===== config.mk =====
export PLATFORM = sky130hd
export DESIGN_NAME = uart_packet_tx
export DESIGN_NICKNAME = d
export VERILOG_FILES = /design/src/rtl/uart_packet_tx.sv
export SDC_FILE = /design/constraint.sdc
export NUM_CORES = 1
export LEC_CHECK = 0
export ABC_AREA = 1
export CORE_MARGIN = 2
export CORE_UTILIZATION = 55
export DETAILED_ROUTE_END_ITERATION = 7
export PLACE_DENSITY_LB_ADDON = 0.25
export SYNTH_ARGS = -nofsm -noshare
export SYNTH_HDL_FRONTEND = slang
export SYNTH_SLANG_ARGS = --single-unit
export TNS_END_PERCENT = 1

===== constraint.sdc =====
create_clock -name clk_i -period 2.1 [get_ports clk_i]
set_input_delay 0.21 -clock clk_i [delete_from_list [all_inputs] [get_ports clk_i]]
set_output_delay 0.21 -clock clk_i [all_outputs]
set_load 0.05 [all_outputs]

===== src/rtl/uart_packet_tx.sv =====
// Response-path packet transmitter: frames a 4-byte header (opcode, 0x00,
// length LSB, length MSB) plus payload and serializes every byte 8N1,
// LSB first, on tx_o. Bytes ready to go are sent with no idle gap.
module uart_packet_tx #(
    parameter int CLKS_PER_BIT = 104
) (
    input  logic        clk_i,
    input  logic        rst_ni,
    input  logic        start_valid_i,
    output logic        start_ready_o,
    input  logic [7:0]  opcode_i,
    input  logic [15:0] length_i,
    input  logic        payload_valid_i,
    input  logic [7:0]  payload_data_i,
    output logic        payload_ready_o,
    output logic        tx_o,
    output logic        busy_o,
    output logic        done_o
);

    localparam int CNT_W = (CLKS_PER_BIT > 2) ? $clog2(CLKS_PER_BIT) : 1;
    localparam logic [CNT_W-1:0] CNT_LAST = CNT_W'(CLKS_PER_BIT - 1);

    typedef enum logic [1:0] {P_IDLE, P_HDR, P_PAY, P_FIN} pkt_state_t;
    typedef enum logic [1:0] {S_IDLE, S_START, S_DATA, S_STOP} ser_state_t;

    pkt_state_t       pkt_st, pkt_nx;
    ser_state_t       ser_st, ser_nx;
    logic [CNT_W-1:0] clk_cnt;
    logic [2:0]       bit_idx;
    logic [7:0]       shreg;
    logic [1:0]       hdr_idx;
    logic [15:0]      pay_cnt;
    logic [15:0]      length_q;

    logic       bit_last;
    logic       ser_free;
    logic       load;
    logic [7:0] load_byte;
    logic       start_hs;
    logic       pay_hs;

    // The serializer can take a new byte when idle or in the very last
    // cycle of a stop bit; loading then makes the next start bit gapless.
    assign bit_last = (clk_cnt == CNT_LAST);
    assign ser_free = (ser_st == S_IDLE) || ((ser_st == S_STOP) && bit_last);

    // Packet FSM next state, handshakes and the byte offered to the serializer.
    // The opcode is loaded straight from the start handshake so the start
    // bit appears on the following cycle.
    always_comb begin
        pkt_nx          = pkt_st;
        start_ready_o   = 1'b0;
        payload_ready_o = 1'b0;
        busy_o          = 1'b1;
        done_o          = 1'b0;
        load            = 1'b0;
        load_byte       = 8'h00;
        start_hs        = 1'b0;
        pay_hs          = 1'b0;
        case (pkt_st)
            P_IDLE: begin
                busy_o        = 1'b0;
                start_ready_o = 1'b1;
                if (start_valid_i) begin
                    start_hs  = 1'b1;
                    load      = 1'b1;
                    load_byte = opcode_i;
                    pkt_nx    = P_HDR;
                end
            end
            P_HDR: begin
                if (ser_free) begin
                    load = 1'b1;
                    case (hdr_idx)
                        2'd1:    load_byte = 8'h00;
                        2'd2:    load_byte = length_q[7:0];
                        default: load_byte = length_q[15:8];
                    endcase
                    if (hdr_idx == 2'd3)
                        pkt_nx = (pay_cnt != 16'd0) ? P_PAY : P_FIN;
                end
            end
            P_PAY: begin
                payload_ready_o = ser_free;
                if (ser_free && payload_valid_i) begin
                    pay_hs    = 1'b1;
                    load      = 1'b1;
                    load_byte = payload_data_i;
                    if (pay_cnt == 16'd1)
                        pkt_nx = P_FIN;
                end
            end
            default: begin
                // Last stop bit has completed once the serializer is idle.
                if (ser_st == S_IDLE) begin
                    done_o = 1'b1;
                    pkt_nx = P_IDLE;
                end
            end
        endcase
    end

    // Packet state plus header index, latched length and remaining payload count.
    always_ff @(posedge clk_i or negedge rst_ni) begin
        if (!rst_ni) begin
            pkt_st   <= P_IDLE;
            hdr_idx  <= 2'd0;
            pay_cnt  <= 16'd0;
            length_q <= 16'd0;
        end else begin
            pkt_st <= pkt_nx;
            if (start_hs) begin
                length_q <= length_i;
                pay_cnt  <= (length_i > 16'd4) ? (length_i - 16'd4) : 16'd0;
                hdr_idx  <= 2'd1;
            end else if ((pkt_st == P_HDR) && load) begin
                hdr_idx <= hdr_idx + 2'd1;
            end
            if (pay_hs)
                pay_cnt <= pay_cnt - 16'd1;
        end
    end

    // Serializer next state and line level.
    always_comb begin
        ser_nx = ser_st;
        tx_o   = 1'b1;
        case (ser_st)
            S_IDLE:  if (load) ser_nx = S_START;
            S_START: begin
                tx_o = 1'b0;
                if (bit_last) ser_nx = S_DATA;
            end
            S_DATA: begin
                tx_o = shreg[0];
                if (bit_last && (bit_idx == 3'd7)) ser_nx = S_STOP;
            end
            default: if (bit_last) ser_nx = load ? S_START : S_IDLE;
        endcase
    end

    // Serializer state, bit-period counter and shift register.
    always_ff @(posedge clk_i or negedge rst_ni) begin
        if (!rst_ni) begin
            ser_st  <= S_IDLE;
            clk_cnt <= '0;
            bit_idx <= 3'd0;
            shreg   <= 8'h00;
        end else begin
            ser_st <= ser_nx;
            if ((ser_st == S_IDLE) || bit_last)
                clk_cnt <= '0;
            else
                clk_cnt <= clk_cnt + CNT_W'(1);
            if (load) begin
                shreg   <= load_byte;
                bit_idx <= 3'd0;
            end else if ((ser_st == S_DATA) && bit_last) begin
                shreg   <= {1'b0, shreg[7:1]};
                bit_idx <= bit_idx + 3'd1;
            end
        end
    end

endmodule


# Yosys cells after proc, flatten, opt, wreduce, memory -nomap -nowiden
# Cells that the tools add are included.
# Widths: inputs -> output; s select.
dict set report word_totals {
  ff_bits 56
  latchBits 0
  ramBits 0
  mem_bits_ro 0
  inputBits 36
  out_inout_bits 5
  elab_cells 92
  memories 0
}
dict set report op_classes {
  n_addsub 5
  multipliers 0
  n_div 0
  n_lt_le_gt_ge 1
  eq_ne 19
  shifts 0
  mux 41
  n_bitwise 0
  reduce_logical 18
}
# cell count
set op_table {}
lappend op_table {{$mux 16} 3}
lappend op_table {{$mux 8} 5}
lappend op_table {{$mux 2} 12}
lappend op_table {{$pmux 8 s3} 1}
lappend op_table {{$eq 16x1->1 const B} 1}
lappend op_table {{$gt 16x3->1 const B} 1}
lappend op_table {{$ne 2x2->1 const B} 8}
lappend op_table {{$pmux 8 s2} 1}
lappend op_table {{$reduce_bool 16->1} 1}
lappend op_table {{$sub 16x1->16 const B} 1}
lappend op_table {{$sub 16x3->16 const B} 1}
lappend op_table {{$mux 1} 12}
lappend op_table {{$pmux 2 s3} 2}
lappend op_table {{$eq 2x2->1 const B} 5}
lappend op_table {{$add 7x1->7 const B} 1}
lappend op_table {{$eq 7x7->1 const B} 1}
lappend op_table {{$mux 7} 1}
lappend op_table {{$eq 2x1->1 const B} 3}
lappend op_table {{$mux 3} 2}
lappend op_table {{$reduce_and 6->1} 1}
lappend op_table {{$reduce_bool 2->1} 3}
lappend op_table {{$logic_and 1x1->1} 5}
lappend op_table {{$logic_not 2->1} 2}
lappend op_table {{$reduce_and 4->1} 1}
lappend op_table {{other kinds (9)} 10}

# Depth between registers and ports, before layout
dict set report depth {
  depth_word 9
  ltp_mapped 12
  ltp_nobuf 12
}

# Worst setup path after synthesis
# Ideal clock, no wire load.
dict set report synth_timing {
  path_type {register -> register}
  from {register pkt_st[0]}
  to {register pkt_st[0]}
  setup_time_ns 0.117
  arrival_ns 2.072
  required_time_ns 1.983
  path_slack_ns -0.089
  stages_incl_launch_ff 10
  n_path_buf 0
  period_less_slack_ns 2.189
  path_cell_list {dfrtp_1 > inv_1 > ha_1 > inv_1 > nand2_1 > nor3_1 > a211oi_1 > nand2_1 > nand2_1 > nand2_1}
}
dict set report synth_via {
  elab_chain_len 3
  word_cells_on_any_way 11
  classes_between {eq/ne: 7; mux: 1; reduce/logical: 3}
}
# item line
set synth_lines {}
lappend synth_lines {{start, declared} 27} ;# pkt_state_t pkt_st, pkt_nx;
lappend synth_lines {{start signal, assigned} 112} ;# pkt_st <= pkt_nx;
lappend synth_lines {{$eq 2x2->1, or another cell as far along} 61} ;# case (pkt_st)
lappend synth_lines {{$ne 2x2->1 (no line) or $reduce_bool 4->1 (tied branches)} -}
lappend synth_lines {{$reduce_and 6->1 (no line)} -}
# Parallel ways exist; a longest one is shown, timed or not.
# A chain may end at the register's enable or synchronous reset.

# Final worst setup path
dict set report layout_timing {
  from {register clk_cnt[0]}
  to {output payload_ready_o}
}
dict set report layout_via {
  elab_chain_len 4
}
# item line
set layout_lines {}
lappend layout_lines {{start, declared} 29} ;# logic [CNT_W-1:0] clk_cnt;
lappend layout_lines {{start signal, assigned} 155} ;# clk_cnt <= clk_cnt + CNT_W'(1);
lappend layout_lines {{$eq 7x7->1} 45} ;# assign bit_last = (clk_cnt == CNT_LAST);
lappend layout_lines {{$logic_and 1x1->1} 46} ;# assign ser_free = (ser_st == S_IDLE) || ((ser_st == S_STOP) && bit_last);
lappend layout_lines {{$logic_or 1x1->1} 46}
lappend layout_lines {{$mux 1} 61}
lappend layout_lines {{end, declared} 15} ;# output logic payload_ready_o,
# No other way between the ends.

==> results.sh <==
export IMPL_hold_viol=0
export IMPL_port_buffers=40
export IMPL_seqCellArea_um2=1400
export IMPL_switchingPower_uw=2360
export IMPL_fmax_mhz=520
export IMPL_postCtsHoldBufs=0
export IMPL_vdd_ir_drop_max_mv=0.642
export IMPL_grt_setup_unrepaired="false"
export IMPL_p_leak_uw=0.00211
export IMPL_multi_input_area_um2=1970
export IMPL_relSlewSlack=0.522
export IMPL_dp_slack_ns=0.0839
export IMPL_cpLargestDelayFamily="simple AND/OR/NAND/NOR gates"
export IMPL_swShare=0.456
export IMPL_syn_area_um2=3680
export IMPL_gr_total_overflow=0
export IMPL_grt_max_degree=57
export IMPL_critical_path_class="reg2out"
export IMPL_synth_seq_area_share=0.381
export IMPL_area_growth_pct=15.3
export IMPL_path_clk_slew_ns=0.10
export IMPL_cp_data_required_time_ns=1.89
export IMPL_setup_tns_ns=0
export IMPL_clockBufferDepth=2
export IMPL_p_int_uw=2810
export IMPL_r2r_end="pay_cnt[9]$_DFFE_PN0P_"
export IMPL_crit_arrival_ns=1.71
export IMPL_finalSetupViolCount=0
export IMPL_core_area_um2=6420
export IMPL_critPathBufInv=2
export IMPL_first_pass_iters=7
export IMPL_post_route_period_util=0.917
export IMPL_met2_usage=0.410
export IMPL_comb_power_share=0.502
export IMPL_maxSlewViolCount=0
export IMPL_die_h_um=85.8
export IMPL_num_vias=3327
export IMPL_critPathCapture="payload_ready_o"
export IMPL_ant_nets=0
export IMPL_cp_num_cells=8
export IMPL_ff2ff_setup_slack_ns=0.23
export IMPL_ff2ff_path_depth=13
export IMPL_diodes=0
export IMPL_r2r_start="clk_cnt[0]$_DFF_PN0_"
export IMPL_top_usage_layer="met2"
export IMPL_clock_power_share=0.136
export IMPL_hp_class="in2async"
export IMPL_finalWorstSetupSlack_ns=0.175
export IMPL_post_cts_setup_buffer_count=0
export IMPL_violations="DRC"
export IMPL_die_area_um2=7360
export IMPL_worst_slew_pin_slew_ns=0.717
export IMPL_dp_hpwl_um=6350
export IMPL_cpMaxStageDelayCell="dfrtp_1"
export IMPL_grt_pass1_wl_um=14500
export IMPL_crit_path_start_kind="flop"
export IMPL_postSynthAreaPerCell_um2=7.43
export IMPL_wl_per_cell_um=13.5
export IMPL_powerDensity_nw_per_um2=1220
export IMPL_cpPeakStageDelay_ns=0.39
export IMPL_fin_skew_ns=0.00364
export IMPL_met3_usage=0.0337
export IMPL_crit_start="clk_cnt[0]$_DFF_PN0_"
export IMPL_worstPathMaxFanout=4
export IMPL_yosys_cell_types_count=39
export IMPL_initial_core_util=0.573
export IMPL_drive_gt1_frac=0.0784
export IMPL_status="finished with violations"
export IMPL_drc=1
export IMPL_grt_use_met1=0.336
export IMPL_end_kind="primary output"
export IMPL_grt_usage=0.245
export IMPL_seq_power_share=0.362
export IMPL_grt_pass1_vias=3185
export IMPL_fin_nets=590
export IMPL_nFillCells=589
export IMPL_die_w_um=85.8
export IMPL_ios=41
export IMPL_antenna_found_initial=0
export IMPL_via_per_inst=5.43
export IMPL_ctsRootBufferMaster="clkbuf_8"
export IMPL_cts_buffers_inserted=5
export IMPL_gp_congestion=0.936
export IMPL_clock_tree_htree_level_count=2
export IMPL_crit_chain="ha_1, nand2_2, nor2_2, nand3_2, nand2_4, inv_1, nor2_1, buf_12"
export IMPL_postSynthCellCount=495
export IMPL_rows=29
export IMPL_cts_tree="built"
export IMPL_ys_warnings_count=0
export IMPL_finalWirelength_um=8290
export IMPL_synth_nets=550
export IMPL_drt_iter0_drc=186
export IMPL_cts_sinks=56
export IMPL_fin_crit_ns=1.92
export IMPL_maxCapViolations=0
export IMPL_synth_seq_cells=56
export IMPL_clock_latency_ns=0.31
## metal layers
layer | vias to the layer above | share of wire
met5 | - | 0
met4 | 0 | 0.014
met3 | 9 | 0.045
met2 | 88 | 0.48
met1 | 1554 | 0.46
li1 | 1676 | -
## state kept, by name, indices dropped and copies added, names as in the netlist
signal    count
length_q     16
pay_cnt      16
shreg         8
clk_cnt       7
bit_idx       3
hdr_idx       2
pkt_st        2
ser_st        2
## synthesized netlist by cell type, drive strengths merged
cell / number / area [µm²]
ha: 19 / 238
dfrtp: 56 / 1400
nor3: 8 / 40.0
nor4: 1 / 6.26
and3: 1 / 6.26
clkinv: 1 / 3.75
xnor2: 1 / 8.76
a21oi: 7 / 35.0
clkbuf: 8 / 40.0
buf: 6 / 58.8
nor2: 46 / 180
nand3: 69 / 385
o21ai: 30 / 150
nand4: 2 / 12.5
a211oi: 1 / 7.51
xor2: 16 / 140
o21bai: 1 / 7.51
nand2: 143 / 564
inv: 57 / 216
nor3b: 4 / 35.0
a31oi: 4 / 25.0
o22ai: 2 / 12.5
o221ai: 1 / 8.76
a22oi: 1 / 12.5
or2: 1 / 6.26
o211ai: 9 / 77.6
## power by group through the flow
| stage | clock network (µW) | logic, µW | registers [µW] |
|---|---|---|---|
| 5_1_grt | 757 | 2970 | 1930 |
| 2_1_floorplan | 0 | 2050 | 1790 |
| 4_1_cts | 720 | 2590 | 1860 |
| 6_report | 702 | 2600 | 1870 |
| 3_3_place_gp | 0 | 2510 | 1860 |
| 3_5_place_dp | 0 | 2580 | 1880 |
## kinds of logic (layout without fill, tap and decap cells)
logic type / Yosys count / after routing / share of synthesized area
buffers and inverters: 72 / 113 / 0.0867
xor gates and xnor gates: 17 / 17 / 0.0405
and+or+nand+nor: 275 / 275 / 0.336
adders and majority gates: 19 / 19 / 0.0646
AOI/OAI and AO/OA: 56 / 56 / 0.0915
DFF: 56 / 56 / 0.381
## layout by cell type, fill, tap and decap left out, types with 7 or more instances in the layout
| cell | n |
|---|---|
| nand2_1 | 136 |
| nand3_1 | 64 |
| dfrtp_1 | 56 |
| inv_1 | 55 |
| nor2_1 | 43 |
| clkdlybuf4s50_1 | 34 |
| o21ai_0 | 29 |
| ha_1 | 18 |
| xor2_1 | 16 |
| buf_4 | 10 |
| nor3_1 | 8 |
| a21oi_1 | 7 |
| o211ai_1 | 7 |
## repair_timing
action | CTS | global route
endpoints found under the setup margin | 1 | 2
gates resized for setup | 1 | 1
hold endpoints to repair | 0 | 0
## stage by stage
step	hold WS, ns	utilization	cells	power, µW	instance area (µm²)
floorplan	-0.0856	-	495	3840	3680
global placement	0.394	0.643	605	4370	4130
detailed placement	0.395	0.643	605	4470	4130
CTS	0.0551	0.660	613	5170	4240
global route	0.0945	0.660	613	5650	4240
finish	0.0162	0.660	613	5170	4240
## worst min-delay path by stage
stage                     startpoint                      to  slack, ns  cells after the start
after floorplan               rst_ni  bit_idx[0]$_DFFE_PN0P_      -0.09                      0
after global placement        rst_ni    clk_cnt[5]$_DFF_PN0_       0.39                      2
after detailed placement      rst_ni    clk_cnt[5]$_DFF_PN0_       0.39                      2
after CTS                     rst_ni    clk_cnt[5]$_DFF_PN0_       0.06                      2
after global routing          rst_ni    clk_cnt[3]$_DFF_PN0_       0.09                      2
final                         rst_ni    clk_cnt[5]$_DFF_PN0_       0.02                      2
## area by class of cell
| cell class | instances | share of cell area |
|---|---|---|
| multi-input combinational | 367 | 0.464 |
| sequential | 56 | 0.330 |
| timing repair buffer | 47 | 0.106 |
| inverter | 58 | 0.0519 |
| tap | 77 | 0.0227 |
| clock buffer | 6 | 0.0171 |
| clock inverter | 2 | 0.00826 |
Power figures use the tool's default switching activity.
